## src/rtl/ram_text_writer_if.sv

```systemverilog
// Byte-stream and RAM-port bundle for ram_text_writer.
// "master" is the producer/arbiter side; "slave" is the writer itself.
interface ram_text_writer_if #(
  parameter int AW = 10
);
  // A byte moves on a rising edge where char_valid && char_ready.
  // Once char_valid is raised, char_data holds until that edge.
  // A RAM write commits on a rising edge where ram_req && ram_grant (ram_we).
  // ram_addr and ram_din hold steady while ram_req stays high.
  logic          char_valid;
  logic [7:0]    char_data;
  logic          char_ready;
  logic          ram_grant;
  logic          ram_req;
  logic          ram_we;
  logic [AW-1:0] ram_addr;
  logic [7:0]    ram_din;

  modport master (
    output char_valid, char_data, ram_grant,
    input  char_ready, ram_req, ram_we, ram_addr, ram_din
  );

  modport slave (
    input  char_valid, char_data, ram_grant,
    output char_ready, ram_req, ram_we, ram_addr, ram_din
  );
endinterface

```

## src/rtl/ram_text_writer.sv

```systemverilog
// Byte stream to character-RAM writer with auto-advancing cursor and newline.
// Defining RAM_TEXT_WRITER_CLEAR_EN adds the 8'h0C clear-screen sequence.
module ram_text_writer #(
  parameter int         COLS      = 32,
  parameter int         ROWS      = 32,
  parameter logic [7:0] CLEAR_VAL = 8'h00
) (
  input  logic                    clk,
  input  logic                    reset,
  ram_text_writer_if.slave        bus,
  output logic [$clog2(ROWS)-1:0] cursor_row,
  output logic [$clog2(COLS)-1:0] cursor_col,
  output logic                    busy,
  output logic [1:0]              state_dbg
);
  localparam int CW = $clog2(COLS);
  localparam int RW = $clog2(ROWS);
  localparam int AW = CW + RW;
  localparam logic [7:0] NEWLINE = 8'h0A;

`ifdef RAM_TEXT_WRITER_CLEAR_EN
  localparam logic [7:0] CLEAR_SCREEN = 8'h0C;
  typedef enum logic [1:0] {IDLE = 2'd0, WRITE = 2'd1, CLEAR = 2'd2} state_t;
`else
  typedef enum logic [1:0] {IDLE = 2'd0, WRITE = 2'd1} state_t;
  // CLEAR_VAL only matters when the clear sequence is built.
  logic unused_clear_val;
  assign unused_clear_val = ^CLEAR_VAL;
`endif

  state_t        state_q, state_n;
  logic [RW-1:0] row_q, row_n;
  logic [CW-1:0] col_q, col_n;
  logic [AW-1:0] addr_q, addr_n;
  logic [7:0]    din_q, din_n;

  // addr_q doubles as the clear counter, so ram_addr/ram_din always come
  // straight from registers and stay stable across grant stalls.
  always_comb begin
    state_n = state_q;
    row_n   = row_q;
    col_n   = col_q;
    addr_n  = addr_q;
    din_n   = din_q;
    unique case (state_q)
      IDLE: begin
        if (bus.char_valid && bus.char_ready) begin
          if (bus.char_data == NEWLINE) begin
            col_n = '0;
            row_n = row_q + RW'(1);
          end
`ifdef RAM_TEXT_WRITER_CLEAR_EN
          else if (bus.char_data == CLEAR_SCREEN) begin
            state_n = CLEAR;
            addr_n  = '0;
            din_n   = CLEAR_VAL;
          end
`endif
          else begin
            state_n = WRITE;
            addr_n  = {row_q, col_q};
            din_n   = bus.char_data;
          end
        end
      end
      WRITE: begin
        if (bus.ram_grant) begin
          state_n        = IDLE;
          // Column carry ripples into the row; the row wraps with no scroll.
          {row_n, col_n} = {row_q, col_q} + AW'(1);
        end
      end
`ifdef RAM_TEXT_WRITER_CLEAR_EN
      CLEAR: begin
        if (bus.ram_grant) begin
          addr_n = addr_q + AW'(1);
          if (&addr_q) begin
            state_n = IDLE;
            row_n   = '0;
            col_n   = '0;
          end
        end
      end
`endif
      default: state_n = IDLE;
    endcase
  end

  always_ff @(posedge clk) begin
    if (!reset) begin
      state_q <= IDLE;
      row_q   <= '0;
      col_q   <= '0;
      addr_q  <= '0;
      din_q   <= '0;
    end else begin
      state_q <= state_n;
      row_q   <= row_n;
      col_q   <= col_n;
      addr_q  <= addr_n;
      din_q   <= din_n;
    end
  end

  // Gating with reset keeps a held-low reset from accepting or writing.
  assign bus.char_ready = reset && (state_q == IDLE);
  assign bus.ram_req    = reset && (state_q != IDLE);
  assign bus.ram_we     = bus.ram_req && bus.ram_grant;
  assign bus.ram_addr   = addr_q;
  assign bus.ram_din    = din_q;
  assign cursor_row     = row_q;
  assign cursor_col     = col_q;
  assign busy           = (state_q != IDLE);
  assign state_dbg      = state_q;
endmodule
```

## src/flat_wrapper.sv

```systemverilog
// flat-port wrapper written by rule: the top's interface ports become plain ports
module ram_text_writer_flat 
#(
  parameter int         COLS      = 32,
  parameter int         ROWS      = 32,
  parameter logic [7:0] CLEAR_VAL = 8'h00
)
  (clk, reset, cursor_row, cursor_col, busy, state_dbg, bus_char_valid, bus_char_data, bus_ram_grant, bus_char_ready, bus_ram_req, bus_ram_we, bus_ram_addr, bus_ram_din);
  ram_text_writer_if bus_i ();
  input  logic clk;
  input  logic reset;
  output logic [$clog2(ROWS)-1:0] cursor_row;
  output logic [$clog2(COLS)-1:0] cursor_col;
  output logic busy;
  output logic [1:0] state_dbg;
  input wire logic [$bits(bus_i.char_valid)-1:0] bus_char_valid;
  input wire logic [$bits(bus_i.char_data)-1:0] bus_char_data;
  input wire logic [$bits(bus_i.ram_grant)-1:0] bus_ram_grant;
  output wire logic [$bits(bus_i.char_ready)-1:0] bus_char_ready;
  output wire logic [$bits(bus_i.ram_req)-1:0] bus_ram_req;
  output wire logic [$bits(bus_i.ram_we)-1:0] bus_ram_we;
  output wire logic [$bits(bus_i.ram_addr)-1:0] bus_ram_addr;
  output wire logic [$bits(bus_i.ram_din)-1:0] bus_ram_din;
  assign bus_i.char_valid = bus_char_valid;
  assign bus_i.char_data = bus_char_data;
  assign bus_i.ram_grant = bus_ram_grant;
  assign bus_char_ready = bus_i.char_ready;
  assign bus_ram_req = bus_i.ram_req;
  assign bus_ram_we = bus_i.ram_we;
  assign bus_ram_addr = bus_i.ram_addr;
  assign bus_ram_din = bus_i.ram_din;
  ram_text_writer #(.COLS(COLS), .ROWS(ROWS), .CLEAR_VAL(CLEAR_VAL)) u_core (.clk(clk), .reset(reset), .bus(bus_i), .cursor_row(cursor_row), .cursor_col(cursor_col), .busy(busy), .state_dbg(state_dbg));
endmodule
```

## config.mk

```make
export PLATFORM = sky130hd
export DESIGN_NAME = ram_text_writer_flat
export DESIGN_NICKNAME = d
export VERILOG_FILES = /design/src/rtl/ram_text_writer_if.sv /design/src/rtl/ram_text_writer.sv /design/src/flat_wrapper.sv
export SDC_FILE = /design/constraint.sdc
export NUM_CORES = 1
export LEC_CHECK = 0
export CAP_MARGIN = 20
export CELL_PAD_IN_SITES_DETAIL_PLACEMENT = 0
export CELL_PAD_IN_SITES_GLOBAL_PLACEMENT = 2
export CORE_MARGIN = 4
export CORE_UTILIZATION = 27
export DETAILED_ROUTE_END_ITERATION = 12
export PLACE_DENSITY = 0.86
export SLEW_MARGIN = 10
export SYNTH_ARGS = -nofsm -noshare
export SYNTH_HDL_FRONTEND = slang
export SYNTH_SLANG_ARGS = --single-unit
```

## constraint.sdc

```tcl
create_clock -name clk -period 2.15 [get_ports clk]
set_clock_uncertainty 0.15 [all_clocks]
set_input_delay 0.43 -clock clk [delete_from_list [all_inputs] [get_ports clk]]
set_output_delay 0.43 -clock clk [all_outputs]
set_load 0.01 [all_outputs]
```

==> flow_metrics.tcl, run 1 <==
set metrics [dict create \
    wire_per_inst_um 13.2 \
    coreArea_um2 4880 \
    r2r_slack_ns 0.48 \
    drive_gt1_frac 0.111 \
    dp_hpwl_um 2510 \
    utilization 0.416 \
    synth_nets 152 \
    hold_ws_ns 0.340 \
    h-tree-depth 2 \
    syn_area_um2 1400 \
    status "finished, final reports clean" \
    grt_setup_unrepaired "false" \
    wl_um 3410 \
    cts-root-buf "clkbuf_8" \
    worstSetupPathType "in2out" \
    clk_pin_slew_ns 0.06 \
    yosysWarnings 0 \
    maxSlewViolCount 0 \
    critPathRequiredTime_ns 1.57 \
    dr.pass1.iters 4 \
    detail-route-antenna-nets 0 \
    start_util 0.286 \
    via_count 1177 \
    hp-class "reg2reg" \
    io-pin-count 46 \
    yosysSeqAreaShare 0.415 \
    grt_max_degree 30 \
    r2r_cells 6 \
    overflow 0 \
    timing.rr.end "u_core.cursor_row[1]$_SDFFE_PN0P_" \
    synthCells 138 \
    drv_cap 0 \
    drc_errors 0 \
    fin_nets 203 \
    path_cells "clkdlybuf4s50_1, and3_1, dlygate4sd2_1" \
    slowest_delay_ns 0.52 \
    cts_tree "yes" \
    power.density_nw_per_um2 632 \
    track_usage 0.116 \
    min_to "u_core.cursor_row[4]$_SDFFE_PN0P_" \
    endpoint_kind "output port" \
    peakVddDrop_mv 0.397 \
    setup_ws_ns 0.181 \
    fmax_mhz 508 \
    cts_buffers 5 \
    clkLatencyLatePin_ns 0.28 \
    hold_depth 2 \
    min_from "u_core.cursor_row[4]$_SDFFE_PN0P_" \
    crit_slowest_cell "clkdlybuf4s50_1" \
    layout.cells.non_filler 257 \
    worstSetupStartpointType "input pin" \
    syn-mean-instance-area_um2 10.1 \
    pre_cts_ws_ns -0.0758 \
    drtIter0Drc 50 \
    globalplace.congestion 0.722 \
    final.period_utilization 0.916 \
    cts_hold_buf 0 \
    worstPathMaxFanout 4 \
    setup-violations-final 0 \
    io_buffer_count 44 \
    area_delta_synth_final_pct 45.2 \
    hold_viol 0 \
    worstPathArrival_ns 1.39 \
    viasPerCell 4.58 \
    placed_cells 249 \
    post-route-min-period_ns 1.97 \
    cts_num_sinks 29 \
    grt_pass1_vias 1224 \
    synth.distinct_cells 35 \
    rows 25 \
    synth_edf_count 0 \
    dieWidth_um 79.9 \
    ys.flop_type "dfxtp_1" \
    ys_ff_latch 29 \
    clock_path_buffers 2 \
    r2r_start "u_core.state_dbg[0]$_SDFFE_PN0P_" \
    die_area_um2 6390 \
    power_leakage_uw 0.000745 \
    antenna_found_initial 0 \
    grt_pass1_wl_um 5820 \
    async_flop_share 0 \
    diodes 0 \
    die_h_um 79.9 \
]
## Yosys cell counts, drive strengths merged, types with 4 or more instances
library cell / count / area [um2]
buf: 6 / 77.6
nor2b: 18 / 113
dfxtp: 29 / 581
mux2i: 21 / 210
clkbuf: 4 / 15.0
nand4: 4 / 25.0
nor2: 5 / 18.8
nand2: 9 / 33.8
nand3: 4 / 20.0
## state kept, by name (all words and copies together) (netlist names)
name	flops
u_core.bus.ram_addr	10
u_core.cursor_row	5
u_core.bus.ram_din	8
u_core.state_dbg	1
u_core.cursor_col	5
## power by group
part           switching, uW  internal, uW  leakage [uW]  total [uW]
Sequential              9.13           548      0.000235         557
Combinational           61.1          84.8      0.000452         146
Clock                    203           377     0.0000585         580
Total                    273          1010      0.000745        1280
## through the flow
stage | setup TNS [ns] | total power (uW) | area [um2]
6_report | 0 | 1280 | 2030
3_3_place_gp | -0.122 | 716 | 1920
4_1_cts | 0 | 1310 | 2030
5_1_grt | 0 | 1340 | 2030
3_5_place_dp | -0.250 | 718 | 1920
2_1_floorplan | 0 | 653 | 1400
## routing by layer
| layer | vias to the layer above | GRT usage | wire length [um] |
|---|---|---|---|
| met5 | - | 0 | 0 |
| met4 | 0 | 0.0405 | 44 |
| met3 | 5 | 0.0463 | 230 |
| met2 | 35 | 0.185 | 1620 |
| met1 | 563 | 0.141 | 1520 |
| li1 | 574 | - | - |
## what timing repair did
item,in CTS,in global routing
setup endpoints to repair,3,0
buffers inserted,0,0
endpoints found under the hold margin,0,0
resized for setup,3,0
## kinds of logic after synthesis
kind of cell,after synthesis,share of synthesized area
simple gates,54,0.233
flops,29,0.415
mux,21,0.150
compound gates,16,0.0904
buf+inv,12,0.0716
xor+xnor,3,0.0188
fa+ha+maj,2,0.0179
other cells,1,0.00268
## critical path, delay by kind of cell
family,cells,cell delay [ns]
AND/OR/NAND/NOR,1,0.17
buffers and inverters,2,0.79
## worst max-delay path by stage
stage	end	from
2_1_floorplan	u_core.bus.ram_addr[5]$_SDFFE_PN0P_	u_core.state_dbg[0]$_SDFFE_PN0P_
3_3_place_gp	bus_ram_we	reset
3_5_place_dp	bus_ram_we	reset
4_1_cts	bus_ram_we	reset
5_1_grt	u_core.cursor_row[1]$_SDFFE_PN0P_	bus_char_data[4]
6_report	bus_ram_we	reset
## layout make-up
cell class / count / area, um2
Tap cell: 67 / 83.8
Fill cell: 503 / 2850
Clock inverter: 1 / 30.0
Inverter: 2 / 7.51
Multi-Input combinational cell: 97 / 717
Clock buffer: 7 / 86.3
Timing Repair Buffer: 54 / 524
Sequential cell: 29 / 581
## cells in the final DEF, fill, tap and decap left out, types with 2 or more instances in the layout
cell type,n
clkdlybuf4s50_1,41
dfxtp_1,29
mux2i_1,21
nor2b_1,18
nand2_1,9
buf_4,9
clkbuf_8,6
nor2_1,5
nand3_1,4
nand4_1,4
and2_1,3
and3_1,3
xor2_1,3
nand2b_1,3
o22ai_1,3
dlygate4sd2_1,3
a21boi_0,2
inv_1,2
o21a_1,2
ha_1,2
(Power assumes the default switching activity.)
==> run 2: changes to the inputs <==
--- a/config.mk
+++ b/config.mk
@@ -8,10 +8,9 @@
 export CAP_MARGIN = 20
 export CELL_PAD_IN_SITES_DETAIL_PLACEMENT = 0
 export CELL_PAD_IN_SITES_GLOBAL_PLACEMENT = 2
-export CORE_MARGIN = 4
-export CORE_UTILIZATION = 27
+export CORE_UTILIZATION = 29
 export DETAILED_ROUTE_END_ITERATION = 12
-export PLACE_DENSITY = 0.86
+export PLACE_DENSITY = 0.91
 export SLEW_MARGIN = 10
 export SYNTH_ARGS = -nofsm -noshare
 export SYNTH_HDL_FRONTEND = slang
==> constraint.sdc (replaced) <==
create_clock -name clk -period 2.3 [get_ports clk]
set_clock_uncertainty 0.15 [all_clocks]
set_input_delay 0.46 -clock clk [delete_from_list [all_inputs] [get_ports clk]]
set_output_delay 0.46 -clock clk [all_outputs]
set_load 0.01 [all_outputs]
==> flow_metrics.tcl, run 2 (same netlist as run 1, synthesis figures left out) <==
set metrics [dict create \
    status "finished, final reports clean" \
    setup-violations-final 0 \
    dp_hpwl_um 2370 \
    slowest_delay_ns 0.61 \
    cp-endpoint "busy" \
    area_delta_synth_final_pct 41.1 \
    drtIter0Drc 37 \
    io-pin-count 46 \
    clkLatencyLatePin_ns 0.29 \
    power.density_nw_per_um2 545 \
    dieWidth_um 71.4 \
    start_util 0.310 \
    cp.depth 1 \
    antenna_found_initial 0 \
    diodes 0 \
    peakVddDrop_mv 0.197 \
    cts_tree "yes" \
    crit_slowest_cell "clkdlybuf4s50_1" \
    cts_setup_buffers 0 \
    hold_viol 0 \
    critPathRequiredTime_ns 1.69 \
    endpoint_kind "output port" \
    drc_errors 0 \
    power_leakage_uw 0.000757 \
    critPathTopFamily "buffers and inverters" \
    clk_pin_slew_ns 0.06 \
    hp-class "reg2reg" \
    r2r_slack_ns 0.61 \
    drive_gt1_frac 0.101 \
    worstPathArrival_ns 1.42 \
    viasPerCell 4.73 \
    power_uw 1080 \
    path_cells "clkdlybuf4s50_1" \
    overflow 0 \
    maxSlewViolCount 0 \
    m1WireLength_um 1420 \
    via_count 1134 \
    fmax_mhz 493 \
    layout_commonest_cell "clkdlybuf4s50_1" \
    met3_length_um 177 \
    wl_um 3170 \
    detail-route-antenna-nets 0 \
    cts_num_sinks 29 \
    final.period_utilization 0.882 \
    r2r_cells 5 \
    worstPathMaxFanout 12 \
    die_h_um 71.4 \
    layout_common_cells "41 x clkdlybuf4s50_1, 29 x dfxtp_1, 21 x mux2i_1, 18 x nor2b_1" \
    hold_ws_ns 0.351 \
    r2r_start "u_core.state_dbg[0]$_SDFFE_PN0P_" \
    fill_cells 444 \
    dr.pass1.iters 4 \
    io_buffer_count 44 \
    track_usage 0.131 \
    startpoint "u_core.state_dbg[0]$_SDFFE_PN0P_" \
    coreArea_um2 4500 \
    top_layer_used "met4" \
    dr_wl_met2_um 1480 \
    h-tree-depth 2 \
    cts-root-buf "clkbuf_8" \
    utilization 0.438 \
    fin_nets 202 \
    min_from "u_core.cursor_row[4]$_SDFFE_PN0P_" \
    grt_setup_unrepaired "false" \
    timing.rr.end "u_core.bus.ram_din[2]$_SDFFE_PN0P_" \
    cts_buffers 5 \
    grt_max_degree 30 \
    globalplace.congestion 0.826 \
    grt_pass1_wl_um 5100 \
    largest_reg_flops 10 \
    worstSetupStartpointType "register" \
    rows 24 \
    drv_cap 0 \
    wire_per_inst_um 13.2 \
    worstSetupPathType "reg2out" \
    clock_path_buffers 2 \
    grt_pass1_vias 1125 \
    path_buf_inv 1 \
    die_area_um2 5100 \
    post-route-min-period_ns 2.03 \
]
[run 2: changes by cell type in the layout (fill, tap and decap cells not counted), sizes merged]
cell	delta
bufinv	-1
buf	-1
dlygate4sd2	-3
dlymetal6s2s	+3
[run 2: what timing repair did]
item,4_1_cts,5_1_grt
hold buffers,0,0
endpoints found under the setup margin,0,3
resized for setup,0,3
[run 2: how the worst min path moves through the flow]
stage / to / slack [ns] / cells past startpoint
2_1_floorplan: u_core.cursor_row[4]$_SDFFE_PN0P_ / 0.35 / 2
3_3_place_gp: u_core.cursor_row[4]$_SDFFE_PN0P_ / 0.33 / 2
3_5_place_dp: u_core.cursor_row[4]$_SDFFE_PN0P_ / 0.35 / 2
4_1_cts: u_core.cursor_row[4]$_SDFFE_PN0P_ / 0.36 / 2
5_1_grt: u_core.cursor_row[4]$_SDFFE_PN0P_ / 0.39 / 2
6_report: u_core.cursor_row[4]$_SDFFE_PN0P_ / 0.35 / 2
[run 2: power by group]
part	switching [uW]	internal [uW]
clock network	185	236
registers	10.4	513
logic	53.5	76.8
[run 2: cell type report]
type | count | area [um2] | share of cell area
Multi-Input combinational cell | 97 | 717 | 0.364
Clock buffer | 7 | 86.3 | 0.0438
Inverter | 2 | 7.51 | 0.00381
Tap cell | 52 | 65.1 | 0.0330
Sequential cell | 29 | 581 | 0.294
Timing Repair Buffer | 53 | 515 | 0.261
[run 2: per-stage QoR]
stage | setup TNS (ns) | std cells | instance area, um2 | worst slack (ns)
global placement | 0 | 233 | 1880 | 0.00827
CTS | 0 | 240 | 1960 | 0.00572
global route | 0 | 240 | 1970 | 0.187
detailed placement | -0.0163 | 233 | 1880 | -0.0163
floorplan | 0 | 138 | 1400 | 0.569
finish | 0 | 240 | 1970 | 0.272
[run 2: metal layers]
layer  vias up  track usage
met1       524        0.149
met4         0       0.0867
met3         8       0.0422
li1        570            -
met2        32        0.213
met5         -            0
==> run 3: changes to the inputs <==
--- a/config.mk
+++ b/config.mk
@@ -5,7 +5,6 @@
 export SDC_FILE = /design/constraint.sdc
 export NUM_CORES = 1
 export LEC_CHECK = 0
-export CAP_MARGIN = 20
 export CELL_PAD_IN_SITES_DETAIL_PLACEMENT = 0
 export CELL_PAD_IN_SITES_GLOBAL_PLACEMENT = 2
 export CORE_UTILIZATION = 29
==> results of run 3 <==
Final layout, timing and power as in run 2 (identical DEF).
